==> src/rtl/apb_pkg.sv <==
// apb_pkg: shared definitions for the APB demonstrator subsystem.
//   - apb_state_e : master FSM states
//   - DEFAULT_*   : default bus/memory dimensions used by apb_protocol
package apb_pkg;

  localparam int unsigned DEFAULT_DATA_WIDTH = 32;
  localparam int unsigned DEFAULT_ADDR_WIDTH = 32;
  localparam int unsigned DEFAULT_MEM_DEPTH  = 64;

  typedef enum logic [1:0] {
    IDLE   = 2'd0,
    SETUP  = 2'd1,
    ACCESS = 2'd2
  } apb_state_e;

endpackage

==> src/rtl/apb_slave_mem.sv <==
// apb_slave_mem: zero-wait-state APB slave backed by a word-addressed register memory.
// Ports:
//   i_clk, i_rst_n   clock, asynchronous active-low reset (clears every word)
//   i_psel           slave select
//   i_penable        access phase
//   i_pwrite         1 = write, 0 = read
//   i_paddr          decoded word index (already reduced modulo MEM_DEPTH)
//   i_pwdata         write data
//   o_prdata         combinational read data for i_paddr
//   o_pready         always 1 (no wait states)
module apb_slave_mem
  import apb_pkg::*;
#(
  parameter int unsigned DATA_WIDTH = DEFAULT_DATA_WIDTH,
  parameter int unsigned MEM_DEPTH  = DEFAULT_MEM_DEPTH,
  parameter int unsigned IDX_WIDTH  = $clog2(MEM_DEPTH)
) (
  input  logic                  i_clk,
  input  logic                  i_rst_n,
  input  logic                  i_psel,
  input  logic                  i_penable,
  input  logic                  i_pwrite,
  input  logic [IDX_WIDTH-1:0]  i_paddr,
  input  logic [DATA_WIDTH-1:0] i_pwdata,
  output logic [DATA_WIDTH-1:0] o_prdata,
  output logic                  o_pready
);

  logic [DATA_WIDTH-1:0] r_mem [MEM_DEPTH];
  logic                  w_wr_en;

  assign w_wr_en  = i_psel & i_penable & i_pwrite;
  assign o_pready = 1'b1;
  assign o_prdata = r_mem[i_paddr];

  always_ff @(posedge i_clk or negedge i_rst_n) begin
    if (!i_rst_n) begin
      for (int i = 0; i < int'(MEM_DEPTH); i++) begin
        r_mem[i] <= '0;
      end
    end else if (w_wr_en) begin
      r_mem[i_paddr] <= i_pwdata;
    end
  end

endmodule

==> src/rtl/apb_protocol.sv <==
// apb_protocol: APB master FSM turning a simple transfer request into SETUP/ACCESS
// phases against an internal zero-wait-state memory slave.
// Ports:
//   PCLK        clock, all state on rising edge
//   PRESETn     asynchronous active-low reset
//   Transfer    request: high = perform/continue transfers
//   Wr_Rd       1 = write, 0 = read
//   Address     word address (aliases modulo MEM_DEPTH)
//   write_data  data for write transfers
//   read_data   data returned by the most recent completed read
module apb_protocol
  import apb_pkg::*;
#(
  parameter int unsigned DATA_WIDTH = DEFAULT_DATA_WIDTH,
  parameter int unsigned ADDR_WIDTH = DEFAULT_ADDR_WIDTH,
  parameter int unsigned MEM_DEPTH  = DEFAULT_MEM_DEPTH
) (
  input  logic                  PCLK,
  input  logic                  PRESETn,
  input  logic                  Transfer,
  input  logic                  Wr_Rd,
  input  logic [ADDR_WIDTH-1:0] Address,
  input  logic [DATA_WIDTH-1:0] write_data,
  output logic [DATA_WIDTH-1:0] read_data
);

  localparam int unsigned IdxWidth = $clog2(MEM_DEPTH);

  apb_state_e            r_state;
  apb_state_e            w_state_next;
  logic [ADDR_WIDTH-1:0] r_paddr;
  logic                  r_pwrite;
  logic [DATA_WIDTH-1:0] r_pwdata;
  logic [DATA_WIDTH-1:0] r_read_data;
  logic                  w_psel;
  logic                  w_penable;
  logic                  w_pready;
  logic [DATA_WIDTH-1:0] w_prdata;
  logic                  w_unused_paddr_hi;

  // Upper address bits are latched for visibility but never decoded (aliasing).
  assign w_unused_paddr_hi = ^r_paddr[ADDR_WIDTH-1:IdxWidth];

  always_comb begin
    w_state_next = r_state;
    w_psel       = 1'b0;
    w_penable    = 1'b0;
    unique case (r_state)
      IDLE: begin
        if (Transfer) w_state_next = SETUP;
      end
      SETUP: begin
        w_psel       = 1'b1;
        w_state_next = ACCESS;
      end
      ACCESS: begin
        w_psel    = 1'b1;
        w_penable = 1'b1;
        if (w_pready) w_state_next = Transfer ? SETUP : IDLE;
      end
      default: w_state_next = IDLE;
    endcase
  end

  always_ff @(posedge PCLK or negedge PRESETn) begin
    if (!PRESETn) begin
      r_state <= IDLE;
    end else begin
      r_state <= w_state_next;
    end
  end

  // Phase registers capture the request only on entry to SETUP, so request
  // changes during ACCESS cannot disturb the transfer in flight.
  always_ff @(posedge PCLK or negedge PRESETn) begin
    if (!PRESETn) begin
      r_paddr  <= '0;
      r_pwrite <= 1'b0;
      r_pwdata <= '0;
    end else if (w_state_next == SETUP) begin
      r_paddr  <= Address;
      r_pwrite <= Wr_Rd;
      r_pwdata <= write_data;
    end
  end

  always_ff @(posedge PCLK or negedge PRESETn) begin
    if (!PRESETn) begin
      r_read_data <= '0;
    end else if (w_psel && w_penable && !r_pwrite && w_pready) begin
      r_read_data <= w_prdata;
    end
  end

  assign read_data = r_read_data;

  apb_slave_mem #(
    .DATA_WIDTH (DATA_WIDTH),
    .MEM_DEPTH  (MEM_DEPTH),
    .IDX_WIDTH  (IdxWidth)
  ) u_slave (
    .i_clk     (PCLK),
    .i_rst_n   (PRESETn),
    .i_psel    (w_psel),
    .i_penable (w_penable),
    .i_pwrite  (r_pwrite),
    .i_paddr   (r_paddr[IdxWidth-1:0]),
    .i_pwdata  (r_pwdata),
    .o_prdata  (w_prdata),
    .o_pready  (w_pready)
  );

endmodule

==> config.mk <==
export PLATFORM = sky130hd
export DESIGN_NAME = apb_protocol
export DESIGN_NICKNAME = d
export VERILOG_FILES = /design/src/rtl/apb_pkg.sv /design/src/rtl/apb_slave_mem.sv /design/src/rtl/apb_protocol.sv
export SDC_FILE = /design/constraint.sdc
export NUM_CORES = 2
export LEC_CHECK = 0
export ABC_AREA = 1
export CORE_MARGIN = 3
export CORE_UTILIZATION = 47
export CTS_CLUSTER_SIZE = 12
export DETAILED_ROUTE_END_ITERATION = 10
export GPL_ROUTABILITY_DRIVEN = 0
export PLACE_DENSITY = 0.6
export SETUP_SLACK_MARGIN = 0.3
export SLEW_MARGIN = 15
export SYNTH_ARGS = -nofsm -noshare
export SYNTH_HDL_FRONTEND = slang
export SYNTH_SLANG_ARGS = --single-unit
==> constraint.sdc <==
create_clock -name PCLK -period 2.7 [get_ports PCLK]
set_input_delay 0.81 -clock PCLK [delete_from_list [all_inputs] [get_ports PCLK]]
set_output_delay 0.81 -clock PCLK [all_outputs]
set_load 0.01 [all_outputs]
After elaboration in Yosys (flattened, before gate mapping). Cells that the tools add are included. Widths: inputs -> output; s select.

Register bits after elaboration: 2121. Input bits: 68. Output and inout bits: 32. Logic and storage cells: 94.

Order comparisons: 2. Eq/ne operators: 3. Muxes and demuxes: 11. Bitwise logic cells: 3. Reductions and logical operators: 6.

Operators by type and width (count): $bwmux 2048 (1); $bmux 32 s6 (1); $demux 32 s6 (1); $mux 32 (3); $ge 7x7->1 const B (1); $lt 7x1->1 const B (1); $not 6->7 (1); $pmux 2 s3 (1); $eq 2x1->1 const B (2); $logic_and 1x1->1 (3); $mux 1 (3); $and 1x1->1 (2); $eq 2x2->1 const B (1); $logic_not 2->1 (1); $mux 2 (1); $reduce_or 2->1 (1); $logic_not 1->1 (1).

Depth between registers and ports, before layout.
Word-level depth: 6. Depth in mapped cells: 17. Gate-level depth less buffers: 13.

Hierarchy. Synthesis repeated with hierarchy kept, for this count alone.

Cell total of the unflattened synthesis: 13380. Area total of the unflattened synthesis: 98715.9 um^2.

Modules (own cells, without submodules): apb_slave_mem (times used 1, cells an instance 13113, area an instance 95744.3 um^2, sequential area each 51249.2 um^2); apb_protocol (times used 1, cells an instance 267, area an instance 2971.6 um^2, sequential area each 1826.8 um^2).

Worst setup path after synthesis. OpenSTA, ideal clock, no wires.

Path kind: flip-flop to flip-flop. Start: register r_paddr[0]. End: register u_slave.r_mem[294] (netlist bit). Library setup time: 133 ps. Data arrival time: 1903 ps. Required time: 2567 ps. Setup slack: 663 ps. Stages on the path, launching flop included: 9. Buffers on the path: 4. Period minus slack after synthesis: 2037 ps. Path through: dfrtp_1 -> buf_2 -> buf_4 -> buf_2 -> nor3_2 -> nand2_2 -> buf_2 -> nand2_1 -> o21ai_0.

Cells in the longest elaborated chain, start to end: 6. Elaborated cells on any way between the ends: 7. Classes of those cells: 2 x order compare; 3 x mux; 1 x bitwise; 1 x reduce/logical.

Ends and longest elaborated chain: start: declaration (RTL line apb_protocol.sv:31) `logic [ADDR_WIDTH-1:0] r_paddr;`; start signal: assignment (RTL line apb_protocol.sv:81) `r_paddr <= Address;`; $not 6->7 (not written as such) (*) (RTL line apb_slave_mem.sv:42) `r_mem[i_paddr] <= i_pwdata;`; $ge 7x7->1 (not written as such) or $lt 7x1->1 (tied branches) (RTL line apb_slave_mem.sv:42); $logic_and 1x1->1 (not written as such) (RTL line apb_slave_mem.sv:42); $mux 32 (not written as such) (RTL line apb_slave_mem.sv:42); $demux 32 s6 (*) (RTL line apb_slave_mem.sv:42); $bwmux 2048 (*) (RTL line apb_slave_mem.sv:42); end signal: indexed assignment (RTL line apb_slave_mem.sv:42); end: declaration (RTL line apb_slave_mem.sv:29) `logic [DATA_WIDTH-1:0] r_mem [MEM_DEPTH];`.

Mark *: on every way between the ends. The rest lies on a longest branch, timed or not. A chain may end at the register's enable or synchronous reset.

Worst setup path in the final report.
Start: register r_paddr[0]. End: register u_slave.r_mem[1231] (netlist bit).

Same word-level chain as after synthesis.

==> flow_metrics.py <==
metrics = {
    "synthesis": {
        "postSynthAreaPerCell_um2": 7.332,
        "synth.ff_latch_count": 2121,
        "synth_cell_types": 23,
        "yosys_warnings": 0,
        "synthesis.nets": 13543,
        "seq_area_frac_synth_pct": 53.72,
        "syn-instance-count": 13475,
        "post_synth_instance_area_um2": 98800,
    },
    "critical_path": {
        "critical_path.most_common_cell": "sky130_fd_sc_hd__buf_6",
        "worstPathBufferInverterCount": 6,
        "worst_ep_arrival_time_ns": 3.21,
        "worstReg2RegEnd": "u_slave.r_mem[1231]",
        "timing.reg2reg.setup_slack_ns": 0.23,
        "worst_setup_path_end_kind": "flop",
        "r2r_start": "r_paddr[0]",
        "critical_path.top_delay_family": "buffers and inverters",
        "worst-setup-path-type": "reg2reg",
        "worst_ep_required_time_ns": 3.44,
        "timing.reg2reg.worst_path_depth": 10,
        "worstPathCellList": "inv_16, buf_16, buf_6, nor4_4, buf_6, buf_4, nand2_4, bufbuf_16, nand2_1, o21ai_0",
        "critical-path-slowest-cell": "sky130_fd_sc_hd__dfrtp_4",
        "cp_num_cells": 10,
        "timing.critical_path.fanout_max": 32,
        "setup.worst_path.start": "r_paddr[0]",
        "max_stage_delay_ns": 0.59,
        "worstSetupStartpointType": "flop",
        "crit_path_end": "u_slave.r_mem[1231]",
    },
    "sta": {
        "holdWs_ns": 0.4727,
        "final_critical_path_setup_slack_ns": 0.2328,
        "clock-skew-final_ns": 0.03853,
        "finalCritPeriodShare_pct": 91.38,
        "period_minus_slack_ns": 2.467,
        "finalHoldViolations": 0,
        "rsz_0062_raised_after_global_routing": "true",
        "maxClockFrequency_mhz": 405.3,
        "worstMarginPinSlew_ns": 0.8735,
        "slew_headroom_pct": 41.77,
        "setup_viol_count_final": 0,
        "report.final.slew_viol_count": 0,
    },
    "finish": {
        "mostFrequentLayoutCells": "sky130_fd_sc_hd__nand2_1 (7697), sky130_fd_sc_hd__dfrtp_1 (2110), sky130_fd_sc_hd__o21ai_0 (1889)",
        "nets": 13349,
        "fraction_of_final_layout_cells_sized_beyond_drive_strength_1_pct": 9.303,
        "design_area_um2": 115700,
        "area_delta_synth_final_pct": 17.09,
        "leading_cell_type_in_the_layout_fill_and_taps_excluded": "sky130_fd_sc_hd__nand2_1",
    },
    "route": {
        "drt-initial-drc-count": 10179,
        "routed_wirelength_um": 346100,
        "final_antenna_net_count": 0,
        "drt_pass1_iterations": 6,
        "drc_violations": 0,
        "via_per_inst": 5.448,
        "avgRoutedWirePerCell_um": 21.30,
        "detailroute.via_count": 88526,
    },
    "floorplan": {
        "die_w_um": 464.5,
        "die_h_um": 464.5,
        "die_area_um2": 215800,
        "fp_rows": 167,
        "initial_core_util_pct": 47.48,
        "core_region_area_um2": 208100,
        "pin_count": 100,
    },
    "power": {
        "power_per_cell_area_nw_per_um2": 677.7,
        "ir_worst_vdd_uv": 759.8,
        "power_leakage_uw": 0.05937,
        "post-layout-total-power_uw": 78410,
    },
    "worst_hold_path": {
        "hold_path.class": "in2async",
    },
    "grt": {
        "gr-total-overflow": 0,
        "grt_pass1_wl_um": 516800,
        "grt_antenna_before_repair": 9,
        "largest_net_degree_at_the_start_of_global_routing": 114,
        "first_global_vias": 83802,
        "grt_util_all_layers_pct": 30.95,
    },
    "clocking": {
        "cts_tree": "done",
        "clk-insertion-delay-late_ns": 0.88,
        "cts_inserted_buffers": 229,
        "htreeDepth": 4,
        "clock_path_buffers": 3,
        "clkSlewWorstSetupHoldPaths_ns": 0.06,
        "clock_net_sink_count": 2121,
        "cts_root_buffer": "sky130_fd_sc_hd__clkbuf_16",
    },
    "placed_design": {
        "dpl_ws_ns": -0.04089,
        "portBuffers": 73,
        "post_detailed_placement_half_perimeter_wirelength_um": 194900,
        "placed_instance_area_um2": 104900,
    },
    "status": {
        "run_status": "finished, final reports clean",
    },
    "run": {
        "max_capacitance_violation_total": 0,
    },
}
==> metal layers <==
| metal | routed length (um) | part of all wire [%] | global-route usage, % |
|---|---|---|---|
| met2 | 155900 | 45 | 48.81 |
| met3 | 25620 | 7.4 | 4.890 |
| met4 | 16540 | 4.8 | 13.77 |
| met1 | 147900 | 43 | 42.28 |
| met5 | 58 | 0.017 | 0 |
==> state kept, by name, indices dropped and copies added, names as in the netlist <==
signal         cells
r_pwdata          32
u_slave.r_mem   2048
r_state            2
r_paddr            6
r_pwrite           1
read_data         32
==> what timing repair did <==
item | 4_1_cts | 5_1_grt
hold buffers | 1 | 0
buffers inserted | 26 | 21
cloned | 24 | 38
resized for setup | 267 | 221
endpoints found under the hold margin | 5 | 0
setup endpoints to repair | 1838 | 912
pin swaps | 18 | 31
==> layout make-up <==
cell class                 count  area [um^2]
clock inverter                53        590.6
tap                         2788         3488
timing repair inverter         1        20.02
clock buffer                 355         6940
inverter                     155        623.1
sequential                  2121        53100
fill                       19398        92420
antenna                        4        10.01
timing repair buffer         627         9087
multi-input combinational  10146        41840
==> cells in the mapped netlist <==
cell type | n | area share, %
sky130_fd_sc_hd__a21oi_1 | 6 | 0.030
sky130_fd_sc_hd__buf_1 | 37 | 0.14
sky130_fd_sc_hd__buf_2 | 93 | 0.47
sky130_fd_sc_hd__buf_4 | 2 | 0.015
sky130_fd_sc_hd__clkbuf_1 | 921 | 3.5
sky130_fd_sc_hd__clkinv_1 | 1 | 0.0038
sky130_fd_sc_hd__dfrtp_1 | 2121 | 54
sky130_fd_sc_hd__inv_1 | 153 | 0.58
sky130_fd_sc_hd__inv_2 | 1 | 0.0038
sky130_fd_sc_hd__nand2_1 | 7847 | 30
sky130_fd_sc_hd__nand2_2 | 56 | 0.35
sky130_fd_sc_hd__nand3_1 | 44 | 0.22
sky130_fd_sc_hd__nand3_2 | 1 | 0.010
sky130_fd_sc_hd__nand3b_1 | 2 | 0.015
sky130_fd_sc_hd__nor2_1 | 76 | 0.29
sky130_fd_sc_hd__nor3_1 | 6 | 0.030
sky130_fd_sc_hd__nor3_2 | 1 | 0.010
sky130_fd_sc_hd__nor3_4 | 1 | 0.016
sky130_fd_sc_hd__nor4_4 | 6 | 0.13
sky130_fd_sc_hd__o211ai_1 | 2 | 0.015
sky130_fd_sc_hd__o21ai_0 | 1896 | 9.6
sky130_fd_sc_hd__o21ai_1 | 197 | 1.0
sky130_fd_sc_hd__or2_2 | 5 | 0.032
==> where the power goes <==
group	internal [uW]	leakage, uW	switching, uW
Combinational	3740	0.0263	8640
Sequential	33400	0.0294	1040
Clock	18400	0.00372	13200
==> stage by stage <==
stage	TNS (ns)	utilization (%)	std cells
after floorplan	0	-	13475
after global placement	-0.1324	50.40	15728
after detailed placement	-0.1149	50.40	15728
after global routing	0	55.59	16247
after CTS	0	54.72	16187
final	0	55.59	16250
==> worst min path at each step <==
stage,from,slack (ns),to
after floorplan,u_slave.r_mem[1214],0.45,u_slave.r_mem[1214]
after global placement,r_state[1],0.46,r_state[1]
after detailed placement,r_state[1],0.46,r_state[1]
after CTS,PRESETn,0.45,u_slave.r_mem[1944]
after global routing,PRESETn,0.46,u_slave.r_mem[1944]
final,PRESETn,0.47,u_slave.r_mem[1944]
==> kinds of logic after synthesis <==
family | synth area share (%)
and+or+nand+nor | 30.92
buffers and inverters | 4.715
DFF | 53.72
AOI/OAI and AO/OA | 10.65
No activity file was read; power rests on OpenSTA's default activity.
